### src/rtl/video_vram_pkg.sv
// Shared types and constants for the PPU host-side VRAM/palette access engine.
// Palette-index mirroring is shared here so every user agrees on the backdrop aliases.
package video_vram_pkg;

    typedef logic [1:0] state_t;

    localparam state_t ST_IDLE    = 2'd0;
    localparam state_t ST_WAIT    = 2'd1;
    localparam state_t ST_ACCESS  = 2'd2;
    localparam state_t ST_CAPTURE = 2'd3;

    typedef enum logic {
        KIND_WR = 1'b0,
        KIND_RD = 1'b1
    } kind_t;

    localparam logic [5:0]  PAL_PAGE       = 6'h3F;
    localparam logic [13:0] NT_MIRROR_MASK = 14'h2FFF;
    localparam logic [14:0] INC_ACROSS     = 15'd1;
    localparam logic [14:0] INC_DOWN       = 15'd32;

    // Sprite backdrop entries 10/14/18/1C alias the background backdrops 00/04/08/0C.
    function automatic logic [4:0] pal_mirror(input logic [4:0] idx);
        pal_mirror = (idx[1:0] == 2'b00) ? {1'b0, idx[3:0]} : idx;
    endfunction

endpackage

### src/rtl/video_scroll_regs.sv
// Loopy-style scroll state: temporary address t, current address v, fine-x and the shared write toggle.
// Writes are applied in order within one cycle, so a PPUSTATUS read clears the toggle before a coincident write sees it.
module video_scroll_regs
    import video_vram_pkg::*;
(
    input  logic        clk,
    input  logic        rst_n,
    input  logic [7:0]  data,
    input  logic        wr_ctrl,
    input  logic        wr_scrl,
    input  logic        wr_addr,
    input  logic        rd_stat,
    input  logic        inc,
    output logic [13:0] v,
    output logic [14:0] t,
    output logic [2:0]  fine_x
);

    logic [14:0] t_q, t_d;
    logic [14:0] v_q, v_d;
    logic [2:0]  fx_q, fx_d;
    logic        w_q, w_d, w_eff;
    logic        inc32_q, inc32_d;

    always_comb begin
        t_d     = t_q;
        v_d     = v_q;
        fx_d    = fx_q;
        inc32_d = inc32_q;
        w_eff   = w_q & ~rd_stat;
        w_d     = w_eff;

        if (inc) begin
            v_d = v_q + (inc32_q ? INC_DOWN : INC_ACROSS);
        end

        if (wr_ctrl) begin
            t_d[11:10] = data[1:0];
            inc32_d    = data[2];
        end

        if (wr_scrl) begin
            if (!w_eff) begin
                t_d[4:0] = data[7:3];
                fx_d     = data[2:0];
                w_d      = 1'b1;
            end else begin
                t_d[14:12] = data[2:0];
                t_d[9:5]   = data[7:3];
                w_d        = 1'b0;
            end
        end else if (wr_addr) begin
            if (!w_eff) begin
                t_d[13:8] = data[5:0];
                t_d[14]   = 1'b0;
                w_d       = 1'b1;
            end else begin
                // A completed address load wins over a coincident increment.
                t_d[7:0] = data;
                v_d      = t_d;
                w_d      = 1'b0;
            end
        end
    end

    always_ff @(posedge clk or negedge rst_n) begin
        if (!rst_n) begin
            t_q     <= '0;
            v_q     <= '0;
            fx_q    <= '0;
            w_q     <= 1'b0;
            inc32_q <= 1'b0;
        end else begin
            t_q     <= t_d;
            v_q     <= v_d;
            fx_q    <= fx_d;
            w_q     <= w_d;
            inc32_q <= inc32_d;
        end
    end

    assign v      = v_q[13:0];
    assign t      = t_q;
    assign fine_x = fx_q;

endmodule

### src/rtl/video_vram_port.sv
// Host PPUDATA access engine: buffered reads, auto-increment, palette writes and
// arbitration of host cycles onto the VRAM bus whenever the renderer leaves it free.
module video_vram_port
    import video_vram_pkg::*;
#(
    parameter int P_addr_width = 14,
    parameter int P_pal_width  = 6
) (
    input  logic                    I_clock,
    input  logic                    I_reset,
    input  logic [7:0]              I_host_data,
    input  logic                    I_wr_ctrl,
    input  logic                    I_wr_scrl,
    input  logic                    I_wr_addr,
    input  logic                    I_wr_data,
    input  logic                    I_rd_data,
    input  logic                    I_rd_stat,
    input  logic                    I_vid_free,
    output logic [P_addr_width-1:0] O_vid_addr,
    output logic                    O_vid_wren,
    input  logic [7:0]              I_vid_data,
    output logic [7:0]              O_vid_data,
    output logic [4:0]              O_pal_addr,
    output logic                    O_pal_wren,
    output logic [P_pal_width-1:0]  O_pal_data,
    input  logic [P_pal_width-1:0]  I_pal_data,
    output logic [7:0]              O_host_data,
    output logic [14:0]             O_scroll_t,
    output logic [2:0]              O_fine_x,
    output logic                    O_busy,
    output logic                    O_overrun
);

    state_t                  state;
    kind_t                   kind;
    logic [13:0]             v;
    logic [13:0]             access_addr;
    logic [13:0]             addr_hold;
    logic [7:0]              wr_hold;
    logic [7:0]              rd_buf;
    logic [7:0]              host_q;
    logic                    pal_wren_q;
    logic [P_pal_width-1:0]  pal_data_q;
    logic [4:0]              pal_addr_q;
    logic                    overrun_q;
    logic                    pal_region;
    logic                    busy;
    logic                    inc;

    assign pal_region = (v[13:8] == PAL_PAGE);
    assign busy       = (state != ST_IDLE);

    // Palette-page reads still fetch the nametable byte underneath into the read buffer.
    assign access_addr = (kind == KIND_RD && pal_region) ? (v & NT_MIRROR_MASK) : v;

    assign inc = (state == ST_ACCESS && kind == KIND_WR)
               || (state == ST_CAPTURE)
               || (state == ST_IDLE && I_wr_data && pal_region);

    video_scroll_regs u_scroll (
        .clk     (I_clock),
        .rst_n   (I_reset),
        .data    (I_host_data),
        .wr_ctrl (I_wr_ctrl),
        .wr_scrl (I_wr_scrl),
        .wr_addr (I_wr_addr),
        .rd_stat (I_rd_stat),
        .inc     (inc),
        .v       (v),
        .t       (O_scroll_t),
        .fine_x  (O_fine_x)
    );

    always_ff @(posedge I_clock or negedge I_reset) begin
        if (!I_reset) begin
            state      <= ST_IDLE;
            kind       <= KIND_WR;
            addr_hold  <= '0;
            wr_hold    <= '0;
            rd_buf     <= '0;
            host_q     <= '0;
            pal_wren_q <= 1'b0;
            pal_data_q <= '0;
            pal_addr_q <= '0;
            overrun_q  <= 1'b0;
        end else begin
            pal_wren_q <= 1'b0;
            overrun_q  <= busy & (I_wr_data | I_rd_data);
            case (state)
                ST_IDLE: begin
                    if (I_wr_data) begin
                        if (pal_region) begin
                            // v advances on this edge, so the write address is latched separately.
                            pal_wren_q <= 1'b1;
                            pal_data_q <= I_host_data[P_pal_width-1:0];
                            pal_addr_q <= pal_mirror(v[4:0]);
                        end else begin
                            wr_hold <= I_host_data;
                            kind    <= KIND_WR;
                            state   <= ST_WAIT;
                        end
                    end else if (I_rd_data) begin
                        host_q <= pal_region ? 8'(I_pal_data) : rd_buf;
                        kind   <= KIND_RD;
                        state  <= ST_WAIT;
                    end
                end
                ST_WAIT: begin
                    if (I_vid_free) begin
                        state <= ST_ACCESS;
                    end
                end
                ST_ACCESS: begin
                    addr_hold <= access_addr;
                    state     <= (kind == KIND_RD) ? ST_CAPTURE : ST_IDLE;
                end
                ST_CAPTURE: begin
                    rd_buf <= I_vid_data;
                    state  <= ST_IDLE;
                end
                default: state <= ST_IDLE;
            endcase
        end
    end

    assign O_vid_addr  = P_addr_width'((state == ST_ACCESS) ? access_addr : addr_hold);
    assign O_vid_wren  = (state == ST_ACCESS) && (kind == KIND_WR);
    assign O_vid_data  = wr_hold;
    assign O_pal_addr  = pal_wren_q ? pal_addr_q : pal_mirror(v[4:0]);
    assign O_pal_wren  = pal_wren_q;
    assign O_pal_data  = pal_data_q;
    assign O_host_data = host_q;
    assign O_busy      = busy;
    assign O_overrun   = overrun_q;

endmodule

### config.mk
export PLATFORM = sky130hd
export DESIGN_NAME = video_vram_port
export DESIGN_NICKNAME = d
export VERILOG_FILES = /design/src/rtl/video_vram_pkg.sv /design/src/rtl/video_scroll_regs.sv /design/src/rtl/video_vram_port.sv
export SDC_FILE = /design/constraint.sdc
export NUM_CORES = 1
export LEC_CHECK = 0
export ABC_CLOCK_PERIOD_IN_PS = 5100
export CAP_MARGIN = 25
export CORE_MARGIN = 1.5
export CORE_UTILIZATION = 40
export DETAILED_ROUTE_END_ITERATION = 12
export GPL_TIMING_DRIVEN = 0
export PLACE_DENSITY_LB_ADDON = 0.25
export SKIP_CTS_REPAIR_TIMING = 1
export SYNTH_ARGS = -nofsm -noshare
export SYNTH_HDL_FRONTEND = slang
export SYNTH_HIERARCHICAL = 1
export SYNTH_SLANG_ARGS = --single-unit
### constraint.sdc
create_clock -name I_clock -period 5.1 [get_ports I_clock]
set_input_delay 1.02 -clock I_clock [delete_from_list [all_inputs] [get_ports I_clock]]
set_output_delay 1.02 -clock I_clock [all_outputs]
set_load 0.02 [all_outputs]
### Yosys cells after proc, flatten, opt, wreduce, memory -nomap -nowiden

Cells that the tools add are included.

* bits in registers: 89
* bits of input ports: 31
* output and inout bits: 63
* word-level logic and storage cells: 94

* add/subtract/negate cells: 1
* eq/ne operators: 11
* muxes and demuxes: 35
* bitwise operators: 8
* reduce and logical (&&, ||, !) cells: 21

Operator list (count)
* $mux W15: 5
* $reduce_and A3 Y1: 7
* $mux W5: 4
* $mux W8: 2
* $add A15 B6 Y15: 1
* $mux W14: 1
* $mux W2: 7
* $mux W13: 1
* $mux W10: 1
* $mux W1: 9
* $ne A2 B2 Y1 const B: 4
* $pmux W2 S4: 1
* $reduce_bool A2 Y1: 4
* $mux W7: 1
* $eq A6 B6 Y1 const B: 1
* $mux W3: 2
* $mux W6: 1
* $ne A3 B3 Y1 const B: 2
* $not A1 Y1: 5
* $eq A2 B2 Y1 const B: 2
* $logic_and A1 B1 Y1: 4
* $logic_not A2 Y1: 2
* $reduce_and A2 Y1: 2
* $and A1 B1 Y1: 2
* other kinds (4): 5

### Logic depth before layout (Yosys ltp)

Gate-level depths: netlist of the first run.

* depth after elaboration: 8
* mapped depth: 10
* gate-level depth less buffers: 7

### By module

Netlist of the first run, hierarchy kept.

By module, submodules not included
* video_vram_port: times used 1, cells each 174, area an instance 2351.0 um2, seq. area each 1351.3 um2
* video_scroll_regs: times used 1, cells each 201, area an instance 1883.1 um2, seq. area each 850.8 um2

### Least setup slack after synthesis of the first run

No wires, ideal clock.

* path kind: in2reg
* from: in I_wr_data
* to: reg u_scroll.v_q[13]
* setup time: 0.082 ns
* arrival: 2.946 ns
* required time: 5.018 ns
* setup slack: 2.072 ns
* stages on the path: 9
* buffers on the path: 2
* path through: or3b_4 nor3_4 buf_12 a21o_2 buf_4 nand4_4 or2_1 or4_1 a31oi_1

* longest elaborated chain between the ends: 7

Ends and longest elaborated chain
* start: declaration: line video_vram_port.sv:15 `input logic I_wr_data,`
* $logic_and A1 B1 Y1 (*) (2 in a row): line video_vram_port.sv:58 `|| (state == ST_IDLE && I_wr_data && pal_region);`
* $logic_or A1 B1 Y1 (*): line video_vram_port.sv:58
* named net inc: line video_vram_port.sv:48 `logic inc;`
* $mux W15 (*): line video_scroll_regs.sv:33 `if (inc) begin`
* $mux W15: line video_scroll_regs.sv:53 `if (!w_eff) begin`
* $mux W15: line video_scroll_regs.sv:52 `end else if (wr_addr) begin`
* $mux W15 (*): line video_scroll_regs.sv:42 `if (wr_scrl) begin`
* named net u_scroll.v_d[13]: line video_scroll_regs.sv:20 `logic [14:0] v_q, v_d;`
* end signal: assignment: line video_scroll_regs.sv:75 `v_q <= v_d;`
* end: declaration: line video_scroll_regs.sv:20

Mark *: on every way through the listed nets, which the timed path passes. The rest lies on a longest branch.
A chain may end at the register's enable or synchronous reset.

### Worst setup path after layout of the first run

Ends and elaborated chain as after synthesis.

==> flow_summary.yaml, run 1 <==
timing:
  finalSetupTns_ns: 0
  finClkSkew_ns: 0.01276
  period_needed_ns: 3.570
  worstMarginPinSlew_ns: 0.9168
  slew-limit-headroom: 0.3872
  timing.final.crit_share: 0.7001
  rsz0062_at_grt: "false"
  hold_viol: 0
  drv_slew: 0
  fmax_mhz: 280.1
  setup_viol: 0
run:
  cap_violations: 0
synth:
  ys_ff_latch: 88
  synth.distinct_cells: 55
  synth_fp_nets: 410
  yosys_warnings: 6
  syn_area_sq_um: 4234
  synth-main-ff-cell: "dfrtp_1"
  synthArstFlopShare: 1.000
  synthCells: 375
  syn_area_per_cell_sq_um: 11.29
  seq_area_frac_synth: 0.5201
  synth_edf_count: 0
cts:
  max-clock-path-buffers: 2
  h-tree-depth: 3
  cts_tree: "built"
  clk_pin_slew_ns: 0.09
  numCtsBuffers: 9
  cts_num_sinks: 88
  insertion_delay_ns: 0.35
  clockRootBuffer: "clkbuf_8"
global_routing:
  overflow: 0
  grt.total_usage: 0.1867
  grt_pass1_vias: 3278
  antenna_found_initial: 0
  grt_first_pass_wirelength_mm: 16.42
  grt_start_max_net_pins: 47
routing:
  drcViolationCount: 0
  vias_per_cell: 5.246
  drtIter0Drc: 184
  vias: 3258
  drt_wl_total_mm: 9.945
  final_antenna_net_count: 0
  first_pass_iters: 4
  routedWlPerCell_um: 16.01
die:
  core_area_sq_um: 10280
  initial_core_util: 0.4120
  die_w_um: 105.9
  chipHeight_um: 105.9
  dieArea_sq_um: 11210
  core.rowCount: 37
  io_pins: 94
place:
  io_buffers: 93
  place.gp.congestion: 0.8477
  dpl.hpwl_mm: 7.286
worst_setup_path:
  cp-end-kind: "flop"
  arrival_ns: 3.83
  cp.required_ns: 5.36
  cp-startpoint: "I_wr_data"
  critPathLaunchType: "input port"
  crit-reg2reg-launch: "state[0]"
  crit_path_max_fanout: 10
  crit_type: "input port to flop"
power:
  leakagePower_nw: 2.323
  design_power_total_mw: 3.465
  power_density_nw_per_um2: 618.2
  ir_drop_v: 0.0003089
finish:
  fin_nets: 515
  areaGrowthSynthToFinish_pct: 32.39
  layout.cells.most_common: "clkdlybuf4s50_1"
  fillerInstances: 929
  drive_gt1_frac: 0.1711
  layout_common_cells: "clkdlybuf4s50_1 (92), dfrtp_1 (88), mux2_2 (39), nand2_1 (34), o21ai_0 (31)"
  n_antenna_cell: 0
min_path:
  hold_class: "flop to flop"
  hold_start: "O_host_data[7]"
status:
  outcome: "finished clean"
power by group:
part / switching (mW) / internal, mW
sequential: 0.203 / 0.987
combinational: 0.839 / 0.853
clock: 0.243 / 0.339
cell families after synthesis:
logic type                 count (synthesis)  share of synthesized area
AOI/OAI and AO/OA                         82                     0.1229
xor gates and xnor gates                   5                    0.01034
adders and majority gates                  4                    0.01182
buffers and inverters                     30                    0.04107
DFF                                       88                     0.5201
muxes                                     57                     0.1546
and+or+nand+nor                          109                     0.1392
cell usage after synthesis (all sizes together) (2+ instances only):
cell type	count	area share
inv	9	0.0080
and2	5	0.0074
nor4b	2	0.0056
nand2	34	0.030
a21o	2	0.0038
ha	4	0.012
and4	3	0.0068
nor3	5	0.0086
dfrtp	88	0.52
mux2	46	0.13
a21oi	19	0.022
a31oi	5	0.011
xor2	4	0.0083
or3	3	0.0044
nor2b	2	0.0030
o21ai	32	0.038
o31ai	3	0.0053
a41oi	5	0.010
mux2i	11	0.026
buf	10	0.021
nor2	25	0.022
nor4	3	0.0044
a22oi	12	0.021
nand4	5	0.011
and3	5	0.0074
clkbuf	10	0.012
nand3	10	0.012
worst paths after layout:
path / endpoint / slack (ns) / cells past startpoint
setup / recovery: u_scroll/v_q[13] / 1.53 / 10
hold / removal: O_host_data[7] / 0.50 / 2
setup reg to reg: u_scroll/v_q[13] / 2.28 / 10
hold reg to reg: O_host_data[7] / 0.50 / 2
max in group asynchronous: addr_hold[12] / 3.81 / 2
min in group asynchronous: u_scroll/t[0] / 0.66 / 1
layout make-up:
cell class,instances,area (sq um),area share
inverters,10,37.54,0.006696
clock buffers,11,141.4,0.02522
well taps,136,170.2,0.03036
flip-flops and latches,88,2202,0.3929
plain buffers,20,136.4,0.02433
clock inverters,5,103.9,0.01853
repair buffers,94,955.9,0.1705
multi-input cells,257,1858,0.3315
layer usage:
layer | GRT usage | routed length (um) | vias to the layer above
met4 | 0.06950 | 114 | 0
met1 | 0.2638 | 4710 | 1594
li1 | - | - | 1561
met2 | 0.2825 | 4504 | 94
met3 | 0.03896 | 616 | 9
met5 | 0 | 0 | -
metrics by stage:
step / setup WS (ns) / instances / cell area, sq um / util / hold slack (ns)
after global routing: 1.360 / 621 / 5605 / 0.5454 / 0.5278
final: 1.530 / 621 / 5605 / 0.5454 / 0.4954
after floorplan: 2.072 / 375 / 4234 / - / 0.4728
after global placement: -0.2821 / 604 / 5335 / 0.5191 / 0.4698
after detailed placement: 1.180 / 605 / 5360 / 0.5215 / 0.4767
after CTS: 1.513 / 621 / 5605 / 0.5454 / 0.4969
worst max-delay path, cell delays in order:
cell,delay [ns]
clkdlybuf4s50_1,0.57
or3b_4,0.43
nor3_4,0.26
buf_12,0.19
a21o_2,0.10
buf_4,0.17
nand4_4,0.15
or2_1,0.28
or4_1,0.42
a31oi_1,0.22
state kept, by name, indices dropped and copies added, names as in the netlist, 2 cells and up:
name / cells
u_scroll/t: 15
addr_hold: 14
u_scroll/v_q: 14
O_host_data: 8
O_vid_data: 8
rd_buf: 8
O_pal_data: 6
pal_addr_q: 5
u_scroll/fine_x: 3
state: 2
(Power assumes the default switching activity.)
==> run 2: changes to the inputs <==
--- a/config.mk
+++ b/config.mk
@@ -5,7 +5,7 @@
 export SDC_FILE = /design/constraint.sdc
 export NUM_CORES = 1
 export LEC_CHECK = 0
-export ABC_CLOCK_PERIOD_IN_PS = 5100
+export ABC_CLOCK_PERIOD_IN_PS = 3400
 export CAP_MARGIN = 25
 export CORE_MARGIN = 1.5
 export CORE_UTILIZATION = 40
==> constraint.sdc (replaced) <==
create_clock -name I_clock -period 3.4 [get_ports I_clock]
set_input_delay 0.68 -clock I_clock [delete_from_list [all_inputs] [get_ports I_clock]]
set_output_delay 0.68 -clock I_clock [all_outputs]
set_load 0.02 [all_outputs]
==> flow_summary.yaml, run 2 (synthesis results as in run 1) <==
status:
  outcome: "finished clean"
power:
  p_comb_frac: 0.489
  leakagePower_nw: 2.323
  clkPwrFrac: 0.168
  ir_drop_v: 0.0004633
  switching_share: 0.3708
  p_seq_frac: 0.344
  intPower_mw: 3.270
  power_density_nw_per_um2: 927.2
  power_switching_mw: 1.927
finish:
  n_antenna_cell: 0
  layout.cells.most_common: "clkdlybuf4s50_1"
  regArea_sq_um: 2202
  fillerInstances: 929
  utilization: 0.5454
  drive_gt1_frac: 0.1711
  areaGrowthSynthToFinish_pct: 32.39
  layout_common_cells: "clkdlybuf4s50_1 (92), dfrtp_1 (88), mux2_2 (39), nand2_1 (34), o21ai_0 (31)"
  largest_reg_flops: 15
  fin_nets: 515
  multi_input_comb_area_sq_um: 1858
timing:
  fmax_mhz: 309.5
  timing.final.crit_share: 0.9503
  hold_viol: 0
  period_needed_ns: 3.231
  worstMarginPinSlew_ns: 0.9321
  slew-limit-headroom: 0.3769
  setup_viol: 0
  drv_slew: 0
  finClkSkew_ns: 0.01102
  hold-worst-slack_ns: 0.3209
  rsz0062_at_grt: "false"
die:
  die_w_um: 105.9
  chipHeight_um: 105.9
  dieArea_sq_um: 11210
  core_area_sq_um: 10280
  core.rowCount: 37
  io_pins: 94
  initial_core_util: 0.4120
global_routing:
  overflow: 0
  grt_start_max_net_pins: 47
  grt.total_usage: 0.1867
  grt_first_pass_wirelength_mm: 16.42
  antenna_found_initial: 0
  grt_pass1_vias: 3278
run:
  cap_violations: 0
worst_setup_path:
  cp-startpoint: "I_wr_data"
  crit_path_max_fanout: 10
  cp-end-kind: "flop"
  crit_type: "input port to flop"
  critPathLaunchType: "input port"
  cp.required_ns: 3.66
  arrival_ns: 3.49
  crit-reg2reg-launch: "state[0]"
cts:
  max-clock-path-buffers: 2
  h-tree-depth: 3
  numCtsBuffers: 9
  insertion_delay_ns: 0.35
  cts_tree: "built"
  clk_pin_slew_ns: 0.09
  cts_num_sinks: 88
  clockRootBuffer: "clkbuf_8"
routing:
  drcViolationCount: 0
  routedWlPerCell_um: 16.03
  final_antenna_net_count: 0
  vias_per_cell: 5.250
  drt_wl_total_mm: 9.952
  first_pass_iters: 4
  vias: 3260
  drtIter0Drc: 184
place:
  dpl.hpwl_mm: 7.286
  io_buffers: 93
  place.gp.congestion: 0.8477
min_path:
  hold_class: "input port to async pin"
[run 2: cell types whose count changed in the layout (fill, tap and decap cells not counted)]
cell      delta
buf_1        +1
clkbuf_1     -1
[run 2: metal layers]
layer,wire (um),part of all wire,GRT usage,vias to the layer above
li1,-,-,-,1562
met1,4680,0.47,0.2638,1586
met2,4504,0.45,0.2825,101
met3,638,0.064,0.03896,11
met4,129,0.013,0.06950,0
met5,0,0,0,-
[run 2: final timing paths]
| kind | endpoint | slack [ns] | depth (start not counted) |
|---|---|---|---|
| worst max register to register | u_scroll/v_q[13] | 0.58 | 10 |
| max in group asynchronous | addr_hold[12] | 2.45 | 2 |
| worst min-delay path | u_scroll/t[0] | 0.32 | 1 |
| worst max-delay path | u_scroll/v_q[13] | 0.17 | 10 |
| min in group I_clock | O_host_data[7] | 0.49 | 2 |
| worst min register to register | O_host_data[7] | 0.49 | 2 |
[run 2: critical path, cell delays in order]
cell,delay (ns)
clkdlybuf4s50_1,0.57
or3b_4,0.43
nor3_4,0.26
buf_12,0.19
a21o_2,0.10
buf_4,0.17
nand4_4,0.15
or2_1,0.28
or4_1,0.42
a31oi_1,0.22
[run 2: power by group through the flow]
stage          combinational, mW  sequential (mW)  clock, mW
6_report                    2.54             1.79      0.872
5_1_grt                     2.75             1.85      0.935
3_3_place_gp                2.52             1.79          0
2_1_floorplan               1.34             1.97          0
4_1_cts                     2.57             1.79      0.894
3_5_place_dp                2.57             1.80          0
[run 2: final cells by class]
| cell class | count | share of cell area |
|---|---|---|
| repair buffers | 94 | 0.1705 |
| multi-input cells | 257 | 0.3315 |
| plain buffers | 20 | 0.02433 |
| inverters | 10 | 0.006696 |
| clock inverters | 5 | 0.01853 |
| clock buffers | 11 | 0.02522 |
| flip-flops and latches | 88 | 0.3929 |
| well taps | 136 | 0.03036 |
[run 2: per-stage QoR]
step	cell area (sq um)	total power [mW]	setup TNS, ns	worst slack [ns]	std cells
after floorplan	4234	3.312	0	0.7117	375
after global placement	5335	4.310	-144.22	-1.642	604
after detailed placement	5360	4.368	-0.1803	-0.1803	605
after CTS	5605	5.253	0	0.1531	621
after global routing	5605	5.532	0	0.002034	621
final	5605	5.197	0	0.1689	621
